===== src/rtl/cv32e40p_x_alu_responder.sv =====
// -----------------------------------------------------------------------------
// cv32e40p_x_alu_responder
// Coprocessor-side X-interface responder for cv32e40p. It decodes custom-0
// instructions (opcode 7'h0B, funct7 0) and runs one of a few integer ALU ops
// through a fixed-latency pipeline. Results return in program order through a
// response FIFO that honours core backpressure.
//
// Optional feature macro: X_ALU_ERR_EN
//   defined   : funct3=111 is accepted with no operand requirement and answers
//               with x_p_error_o=1, x_p_data_o=0.
//   undefined : funct3=111 is rejected like any other unknown encoding.
//
// Operand packing on x_q_rs_i: rs1=[31:0], rs2=[63:32], rs3=[95:64].
// -----------------------------------------------------------------------------
module cv32e40p_x_alu_responder #(
    parameter int LATENCY    = 2,   // accept -> FIFO write, legal 1..8
    parameter int FIFO_DEPTH = 4    // response entries / max outstanding, legal 2..16
) (
    input  logic        clk_i,
    input  logic        rst_i,

    input  logic        x_q_valid_i,
    output logic        x_q_ready_o,
    input  logic [31:0] x_q_instr_data_i,
    input  logic [95:0] x_q_rs_i,
    input  logic [2:0]  x_q_rs_valid_i,
    input  logic        x_q_rd_clean_i,

    output logic        x_k_accept_o,
    output logic        x_k_is_mem_op_o,
    output logic        x_k_writeback_o,

    output logic        x_p_valid_o,
    input  logic        x_p_ready_i,
    output logic [4:0]  x_p_rd_o,
    output logic [31:0] x_p_data_o,
    output logic        x_p_dualwb_o,
    output logic        x_p_type_o,
    output logic        x_p_error_o
);

    localparam int PTR_W = $clog2(FIFO_DEPTH);
    localparam int CNT_W = $clog2(FIFO_DEPTH + 1);

    localparam logic [PTR_W-1:0] PTR_LAST = PTR_W'(FIFO_DEPTH - 1);
    localparam logic [CNT_W-1:0] CNT_FULL = CNT_W'(FIFO_DEPTH);
    localparam logic [6:0]       OPC_CUSTOM0 = 7'h0B;

    // ------------------------------------------------------------------
    // Request field extraction
    // ------------------------------------------------------------------
    logic [6:0]  opcode;
    logic [2:0]  funct3;
    logic [6:0]  funct7;
    logic [4:0]  rd_field;
    logic [31:0] rs1;
    logic [31:0] rs2;
    logic [31:0] rs3;
    logic        unused_instr_bits;

    assign opcode   = x_q_instr_data_i[6:0];
    assign rd_field = x_q_instr_data_i[11:7];
    assign funct3   = x_q_instr_data_i[14:12];
    assign funct7   = x_q_instr_data_i[31:25];
    assign rs1      = x_q_rs_i[31:0];
    assign rs2      = x_q_rs_i[63:32];
    assign rs3      = x_q_rs_i[95:64];

    // Register-index fields are irrelevant: operands arrive by value.
    assign unused_instr_bits = ^x_q_instr_data_i[24:15];

    // ------------------------------------------------------------------
    // ALU datapath (evaluated on the request operands, result is piped)
    // ------------------------------------------------------------------
    logic [31:0] madd_res;
    logic [31:0] add_res;
    logic [31:0] xor_res;
    logic [31:0] min_res;

    assign madd_res = (rs1 * rs2) + rs3;
    assign add_res  = rs1 + rs2;
    assign xor_res  = rs1 ^ rs2;
    assign min_res  = ($signed(rs1) < $signed(rs2)) ? rs1 : rs2;

    // ------------------------------------------------------------------
    // State declarations
    // ------------------------------------------------------------------
    logic [CNT_W-1:0] credits;

    logic [LATENCY-1:0] pipe_valid;
    logic [4:0]         pipe_rd   [LATENCY];
    logic [31:0]        pipe_data [LATENCY];
    logic               pipe_err  [LATENCY];

    logic [4:0]         fifo_rd   [FIFO_DEPTH];
    logic [31:0]        fifo_data [FIFO_DEPTH];
    logic               fifo_err  [FIFO_DEPTH];
    logic [PTR_W-1:0]   wr_ptr;
    logic [PTR_W-1:0]   rd_ptr;
    logic [CNT_W-1:0]   fifo_count;

    // ------------------------------------------------------------------
    // Decode signals
    // ------------------------------------------------------------------
    logic        op_known;
    logic        op_operands_ok;
    logic [31:0] op_result;
    logic        op_error;
    logic        q_ready;
    logic        offload;
    logic        push;
    logic        pop;

    // Decode the offered instruction: legality, operand needs and result.
    always_comb begin
        op_known       = 1'b0;
        op_operands_ok = 1'b0;
        op_result      = 32'h0000_0000;
        op_error       = 1'b0;
        if ((opcode == OPC_CUSTOM0) && (funct7 == 7'd0)) begin
            case (funct3)
                3'b000: begin
                    op_known       = 1'b1;
                    op_operands_ok = (x_q_rs_valid_i == 3'b111);
                    op_result      = madd_res;
                end
                3'b001: begin
                    op_known       = 1'b1;
                    op_operands_ok = (x_q_rs_valid_i[1:0] == 2'b11);
                    op_result      = add_res;
                end
                3'b010: begin
                    op_known       = 1'b1;
                    op_operands_ok = (x_q_rs_valid_i[1:0] == 2'b11);
                    op_result      = xor_res;
                end
                3'b011: begin
                    op_known       = 1'b1;
                    op_operands_ok = (x_q_rs_valid_i[1:0] == 2'b11);
                    op_result      = min_res;
                end
`ifdef X_ALU_ERR_EN
                3'b111: begin
                    op_known       = 1'b1;
                    op_operands_ok = 1'b1;
                    op_result      = 32'h0000_0000;
                    op_error       = 1'b1;
                end
`endif
                default: begin
                    op_known       = 1'b0;
                    op_operands_ok = 1'b0;
                    op_result      = 32'h0000_0000;
                    op_error       = 1'b0;
                end
            endcase
        end else begin
            op_known = 1'b0;
        end
    end

    // Ready: unknown encodings are consumed at once (and rejected); known
    // ops wait for operands, a clean rd and a free response credit.
    always_comb begin
        q_ready = 1'b0;
        if (rst_i) begin
            q_ready = 1'b0;
        end else if (!op_known) begin
            q_ready = 1'b1;
        end else begin
            q_ready = op_operands_ok && x_q_rd_clean_i && (credits < CNT_FULL);
        end
    end

    assign offload = x_q_valid_i && q_ready && op_known;
    assign push    = pipe_valid[LATENCY-1];
    assign pop     = (fifo_count != {CNT_W{1'b0}}) && x_p_ready_i;

    assign x_q_ready_o     = q_ready;
    assign x_k_accept_o    = offload;
    assign x_k_writeback_o = offload;
    assign x_k_is_mem_op_o = 1'b0;

    // Credit counter: outstanding = in pipeline + waiting in the FIFO.
    always_ff @(posedge clk_i) begin
        if (rst_i) begin
            credits <= {CNT_W{1'b0}};
        end else begin
            case ({offload, pop})
                2'b10:   credits <= credits + CNT_W'(1);
                2'b01:   credits <= credits - CNT_W'(1);
                default: credits <= credits;
            endcase
        end
    end

    // Fixed-latency result pipeline; never stalls, flushed by reset.
    always_ff @(posedge clk_i) begin
        if (rst_i) begin
            pipe_valid <= {LATENCY{1'b0}};
            for (int i = 0; i < LATENCY; i++) begin
                pipe_rd[i]   <= 5'd0;
                pipe_data[i] <= 32'h0000_0000;
                pipe_err[i]  <= 1'b0;
            end
        end else begin
            pipe_valid[0] <= offload;
            pipe_rd[0]    <= rd_field;
            pipe_data[0]  <= op_result;
            pipe_err[0]   <= op_error;
            for (int i = 1; i < LATENCY; i++) begin
                pipe_valid[i] <= pipe_valid[i-1];
                pipe_rd[i]    <= pipe_rd[i-1];
                pipe_data[i]  <= pipe_data[i-1];
                pipe_err[i]   <= pipe_err[i-1];
            end
        end
    end

    // Response FIFO: circular buffer with modulo-depth pointers.
    always_ff @(posedge clk_i) begin
        if (rst_i) begin
            wr_ptr     <= {PTR_W{1'b0}};
            rd_ptr     <= {PTR_W{1'b0}};
            fifo_count <= {CNT_W{1'b0}};
            for (int i = 0; i < FIFO_DEPTH; i++) begin
                fifo_rd[i]   <= 5'd0;
                fifo_data[i] <= 32'h0000_0000;
                fifo_err[i]  <= 1'b0;
            end
        end else begin
            if (push) begin
                fifo_rd[wr_ptr]   <= pipe_rd[LATENCY-1];
                fifo_data[wr_ptr] <= pipe_data[LATENCY-1];
                fifo_err[wr_ptr]  <= pipe_err[LATENCY-1];
                wr_ptr <= (wr_ptr == PTR_LAST) ? {PTR_W{1'b0}} : wr_ptr + PTR_W'(1);
            end else begin
                wr_ptr <= wr_ptr;
            end
            if (pop) begin
                rd_ptr <= (rd_ptr == PTR_LAST) ? {PTR_W{1'b0}} : rd_ptr + PTR_W'(1);
            end else begin
                rd_ptr <= rd_ptr;
            end
            case ({push, pop})
                2'b10:   fifo_count <= fifo_count + CNT_W'(1);
                2'b01:   fifo_count <= fifo_count - CNT_W'(1);
                default: fifo_count <= fifo_count;
            endcase
        end
    end

    // Response channel is driven straight from FIFO state (head entry).
    assign x_p_valid_o  = (fifo_count != {CNT_W{1'b0}});
    assign x_p_rd_o     = fifo_rd[rd_ptr];
    assign x_p_data_o   = fifo_data[rd_ptr];
    assign x_p_error_o  = fifo_err[rd_ptr];
    assign x_p_dualwb_o = 1'b0;
    assign x_p_type_o   = 1'b0;

endmodule


===== config.mk =====
export PLATFORM = sky130hd
export DESIGN_NAME = cv32e40p_x_alu_responder
export DESIGN_NICKNAME = d
export VERILOG_FILES = /design/src/rtl/cv32e40p_x_alu_responder.sv
export SDC_FILE = /design/constraint.sdc
export NUM_CORES = 2
export LEC_CHECK = 0
export CAP_MARGIN = 15
export CORE_ASPECT_RATIO = 1.25
export CORE_UTILIZATION = 40
export CTS_CLUSTER_DIAMETER = 120
export DETAILED_ROUTE_END_ITERATION = 10
export DONT_BUFFER_PORTS = 1
export SLEW_MARGIN = 15
export SYNTH_ARGS = -nofsm -noshare
export SYNTH_HDL_FRONTEND = slang
export SYNTH_SLANG_ARGS = --single-unit

===== constraint.sdc =====
create_clock -name clk_i -period 7.8 [get_ports clk_i]
set_input_delay 0.78 -clock clk_i [delete_from_list [all_inputs] [get_ports clk_i]]
set_output_delay 0.78 -clock clk_i [all_outputs]
set_load 0.02 [all_outputs]

# Word-level counts from Yosys, hierarchy flattened
# Memory sizes are Yosys's and may differ from the RTL's. A register that Yosys moved wholly into a read port is not among the register bits.
# Cells that the tools add are included.
dict set report op_classes {
  multipliers 1
  n_mux 40
  n_eq_ne 12
  reduce_logical 16
  bitwise 7
  add_sub_neg 8
  order_cmp 2
}
# cell count
set ops {}
lappend ops {{32-bit two-way mux} 5}
lappend ops {{32-bit one-hot mux with 4 select lines} 1}
lappend ops {{32-bit adder} 2}
lappend ops {{32-bit less-than comparator} 1}
lappend ops {{32-bit by 32-bit multiplier with 32-bit output} 1}
lappend ops {{32-bit OR reduction} 1}
lappend ops {{32-bit bitwise XOR} 1}
lappend ops {{2-bit two-way mux} 11}
lappend ops {{1-bit two-way mux} 17}
lappend ops {{5-bit two-way mux} 3}
lappend ops {{3-bit one-hot mux with 2 select lines} 2}
lappend ops {{2-bit equality test, second input constant} 5}
lappend ops {{7-bit by 4-bit equality test with 1-bit output, second input constant} 1}
lappend ops {{7-bit logical NOT} 1}
lappend ops {{3-bit by 1-bit adder with 3-bit output, second input constant} 2}
lappend ops {{3-bit by 2-bit equality test with 1-bit output, second input constant} 2}
lappend ops {{1-bit logical AND} 6}
lappend ops {{1-bit OR} 6}
lappend ops {{3-bit by 1-bit subtractor with 3-bit output, second input constant} 2}
lappend ops {{5-bit OR reduction} 1}
lappend ops {{2-bit by 1-bit adder with 2-bit output, second input constant} 2}
lappend ops {{2-bit by 1-bit equality test with 1-bit output, second input constant} 2}
lappend ops {{2-bit nonzero test} 2}
lappend ops {{4-bit OR reduction} 1}
lappend ops {{other kinds (8)} 8}
dict set report totals {
  ff_bits 12
  memories 6
  elab_cells 97
  inputBits 136
  ramBits 228
}
# name words width read_ports rd_clocked_by_memory_dff wr line
set memory_table {}
lappend memory_table {fifo_data 4 32 1 1 4 96} ;# logic [31:0] fifo_data [FIFO_DEPTH];
lappend memory_table {pipe_data 2 32 2 0 2 92} ;# logic [31:0] pipe_data [LATENCY];
lappend memory_table {fifo_rd 4 5 1 1 4 95} ;# logic [4:0] fifo_rd [FIFO_DEPTH];
lappend memory_table {pipe_rd 2 5 2 0 2 91} ;# logic [4:0] pipe_rd [LATENCY];
lappend memory_table {fifo_err 4 1 1 1 4 97} ;# logic fifo_err [FIFO_DEPTH];
lappend memory_table {pipe_err 2 1 2 0 2 93} ;# logic pipe_err [LATENCY];

# Longest topological paths before layout
dict set report logic_depth {
  depth_word 12
  ltp_mapped 30
  ltp_nobuf 28
}

# Worst setup path before layout
# No wires, ideal clock.
dict set report synth_path {
  path_type {input port to flip-flop}
  from {input x_q_rs_i[13]}
  to {memory pipe_data[0][28]}
  arrival_ns 7.515
  cell_stages 26
  path_buffers 2
  required_ns 7.726
  path_slack_ns 0.210
  path_cell_list {clkbuf_1 > clkbuf_1 > and2_1 > fa_1 > fa_1 > fa_1 > inv_1 > fa_1 > inv_1 > fa_1 > fa_1 > fa_1 > inv_1 > fa_1 > inv_1 > ha_1 > a21o_1 > a21oi_1 > nand2_1 > o221ai_1 > o21ai_1 > o31a_1 > a32oi_1 > nor4bb_1 > o21ai_0 > a31oi_1}
}
# item line
set synth_rtl {}
lappend synth_rtl {{start: declaration} 25} ;# input logic [95:0] x_q_rs_i,
lappend synth_rtl {{end: declaration} 92}

==> flow_summary.json <==
{
  "viasPerCell": 5.18,
  "critical_path_class": "input port to register",
  "skew_ns": 0.0116,
  "fp.dieW_um": 243,
  "synth_seq_cells": 236,
  "dieArea_um2": 73700,
  "drcViolationCount": 0,
  "postCtsHoldBufs": 0,
  "drt_iter0_drc": 1081,
  "finalSetupViolations": 0,
  "hold_class": "input port to register",
  "grt_pass1_wl_um": 124000,
  "nets": 3626,
  "place_congestion": 0.889,
  "drv_cap": 0,
  "cp.arrival_ns": 7.49,
  "critPathRequiredTime_ns": 8.22,
  "yosysMostFrequentCell": "inv_1",
  "fin_setup_tns_ns": 0,
  "grt_setup_unrepaired": "no",
  "clk_latency_ns": 0.51,
  "syn_area_um2": 29100,
  "report.final.slew_viol_count": 0,
  "dp.final_hpwl_um": 59300,
  "critPathLaunchType": "input port",
  "clock_sinks": 236,
  "status": "finished, final reports clean",
  "worst-path-max-fanout": 33,
  "ys.flop_type": "edfxtp_1",
  "syn_avg_cell_area_um2": 9.78,
  "dr_total_vias": 19827,
  "track_usage_pct": 22.0,
  "instances_no_fill": 3828,
  "grt_max_degree": 64,
  "drive_gt1_share_pct": 3.86,
  "h-tree-depth": 1,
  "synth_edf_count": 148,
  "relSlewSlack_pct": 26.1,
  "rows": 110,
  "grt_antenna_before_repair": 1,
  "yosys_warnings": 0,
  "gr-total-overflow": 0,
  "clk_path_buf_depth": 3,
  "ys_top_cells_by_area": "fa_1 30%, edfxtp_1 15%, and2_1 9.4%",
  "path_clk_slew_ns": 0.07,
  "placed_cells": 3784,
  "fin_crit_sh_pct": 90.6,
  "yosysSeqAreaShare_pct": 21.4,
  "synth_commonest_cells": "563 x inv_1, 441 x fa_1, 437 x and2_1, 249 x nand2_1, 191 x ha_1",
  "fmax_ghz": 0.142,
  "period_needed_ns": 7.06,
  "worstSetupEndpointType": "register",
  "firstDrtPassIters": 5,
  "post_cts_buffers": 0,
  "initial_core_util_pct": 40.4,
  "final_hold_viol_count": 0,
  "routedWlPerCell_um": 20.8,
  "grt_pass1_vias": 21502,
  "die_height_um": 303,
  "num_io_pins": 181,
  "portBuffers": 0,
  "fillCellCount": 7049,
  "synth.distinct_cells": 76,
  "postRouteAntennaNets": 0,
  "ctsResizeCount": 0,
  "synthCells": 2970,
  "cts_made_buffers": 24,
  "async_flop_share_pct": 0,
  "cts_tree": "built",
  "core_area_um2": 72000,
  "synth_top_area_cell": "fa_1",
  "wl_um": 79500,
  "antenna_cells": 0,
  "synth_top_area_share_pct": 30.4,
  "cts_root_buffer": "clkbuf_16",
  "worst_slew_pin_slew_ns": 1.11,
  "area_delta_synth_final_pct": 5.48
}
[path summary, 6_finish.rpt]
path	slack [ns]	endpoint	cells after the start	start
hold / removal	0.33	fifo_count[2]	1	rst_i
hold reg to reg	0.44	pipe_data[0][54]	1	pipe_data[0][22]
setup / recovery	0.74	pipe_data[0][28]	26	x_q_rs_i[33]
setup reg to reg	4.41	fifo_data[2][6]	5	pipe_valid[1]
[metrics by stage]
step / utilization [%] / area [µm²] / setup WS [ns] / hold WS (ns)
5_1_grt: 42.6 / 30600 / 0.470 / 0.309
3_3_place_gp: 41.4 / 29800 / 0.291 / 0.419
6_report: 42.6 / 30600 / 0.736 / 0.331
3_5_place_dp: 41.4 / 29800 / 0.240 / 0.430
2_1_floorplan: - / 29100 / 0.210 / 0.414
4_1_cts: 42.6 / 30600 / 0.801 / 0.308
[sequential cells by signal (all words and copies together), names as in the netlist, named ones only]
register	count
fifo_data	128
pipe_data	64
fifo_rd	20
pipe_rd	10
credits	3
fifo_count	3
pipe_valid	2
rd_ptr	2
wr_ptr	2
[layer usage]
metal  share of wire [%]  GRT usage (%)  up-vias
met5                   0              0        -
met4                 2.2           5.00        0
met2                  51           40.4      582
met1                  41           27.2    10138
li1                    -              -     8996
met3                 6.0           3.28      111
[layout by cell type, fill, tap and decap left out, types with 12 or more instances in the layout]
cell type	synthesis	layout
mux4_2	38	38
ha_1	191	191
nor2b_1	51	51
mux2i_1	26	26
o21bai_1	13	13
xnor2_1	72	72
xor2_1	25	25
buf_4	5	14
nand2_1	249	249
dfxtp_1	88	87
clkbuf_16	0	25
nor2_1	100	99
nor3_1	21	21
o22ai_1	12	12
a21o_1	16	16
o22a_1	14	14
nand3_1	12	12
o21ai_0	31	31
mux2_1	12	12
and2_1	437	437
a31oi_1	15	15
inv_1	563	563
fa_1	441	441
edfxtp_1	148	148
a21oi_1	97	97
[cell families (layout without fill, tap and decap cells)]
kind of cell / Yosys count / after routing / share of synthesized area, %
simple gates: 923 / 923 / 16.8
buf+inv: 719 / 622 / 9.39
fa+ha+maj: 632 / 632 / 38.6
compound gates: 283 / 283 / 6.42
flops: 236 / 236 / 21.4
xor+xnor: 97 / 97 / 2.92
mux: 79 / 79 / 4.44
other cells: 1 / 4 / 0.0129
[layout make-up]
| type | instances | area [µm²] | area share (%) |
|---|---|---|---|
| multi-input combinational | 2018 | 20200 | 65.8 |
| clock buffer | 27 | 633 | 2.07 |
| inverter | 564 | 2120 | 6.91 |
| sequential | 236 | 6210 | 20.3 |
| clock inverter | 17 | 241 | 0.788 |
| timing repair buffer | 14 | 105 | 0.343 |
| tap | 952 | 1190 | 3.89 |
[worst max-delay path, cell delays in order]
cell and delay [ns]:
and2_1 0.17, fa_1 0.46, fa_1 0.50, fa_1 0.50, inv_1 0.06, fa_1 0.54, inv_1 0.06, fa_1 0.49
inv_1 0.05, fa_1 0.53, inv_1 0.05, fa_1 0.47, inv_1 0.05, fa_1 0.47, inv_1 0.04, ha_1 0.18
a21o_1 0.19, a21oi_1 0.24, nand2_1 0.08, o221ai_1 0.16, o21ai_1 0.14, o31a_1 0.35, a32oi_1 0.28, nor4bb_1 0.27
o21ai_0 0.14, a31oi_1 0.22
Power is left out: the tool's default activity adds up to more than one toggle a clock period on the data nets, which glitch-free logic cannot reach.
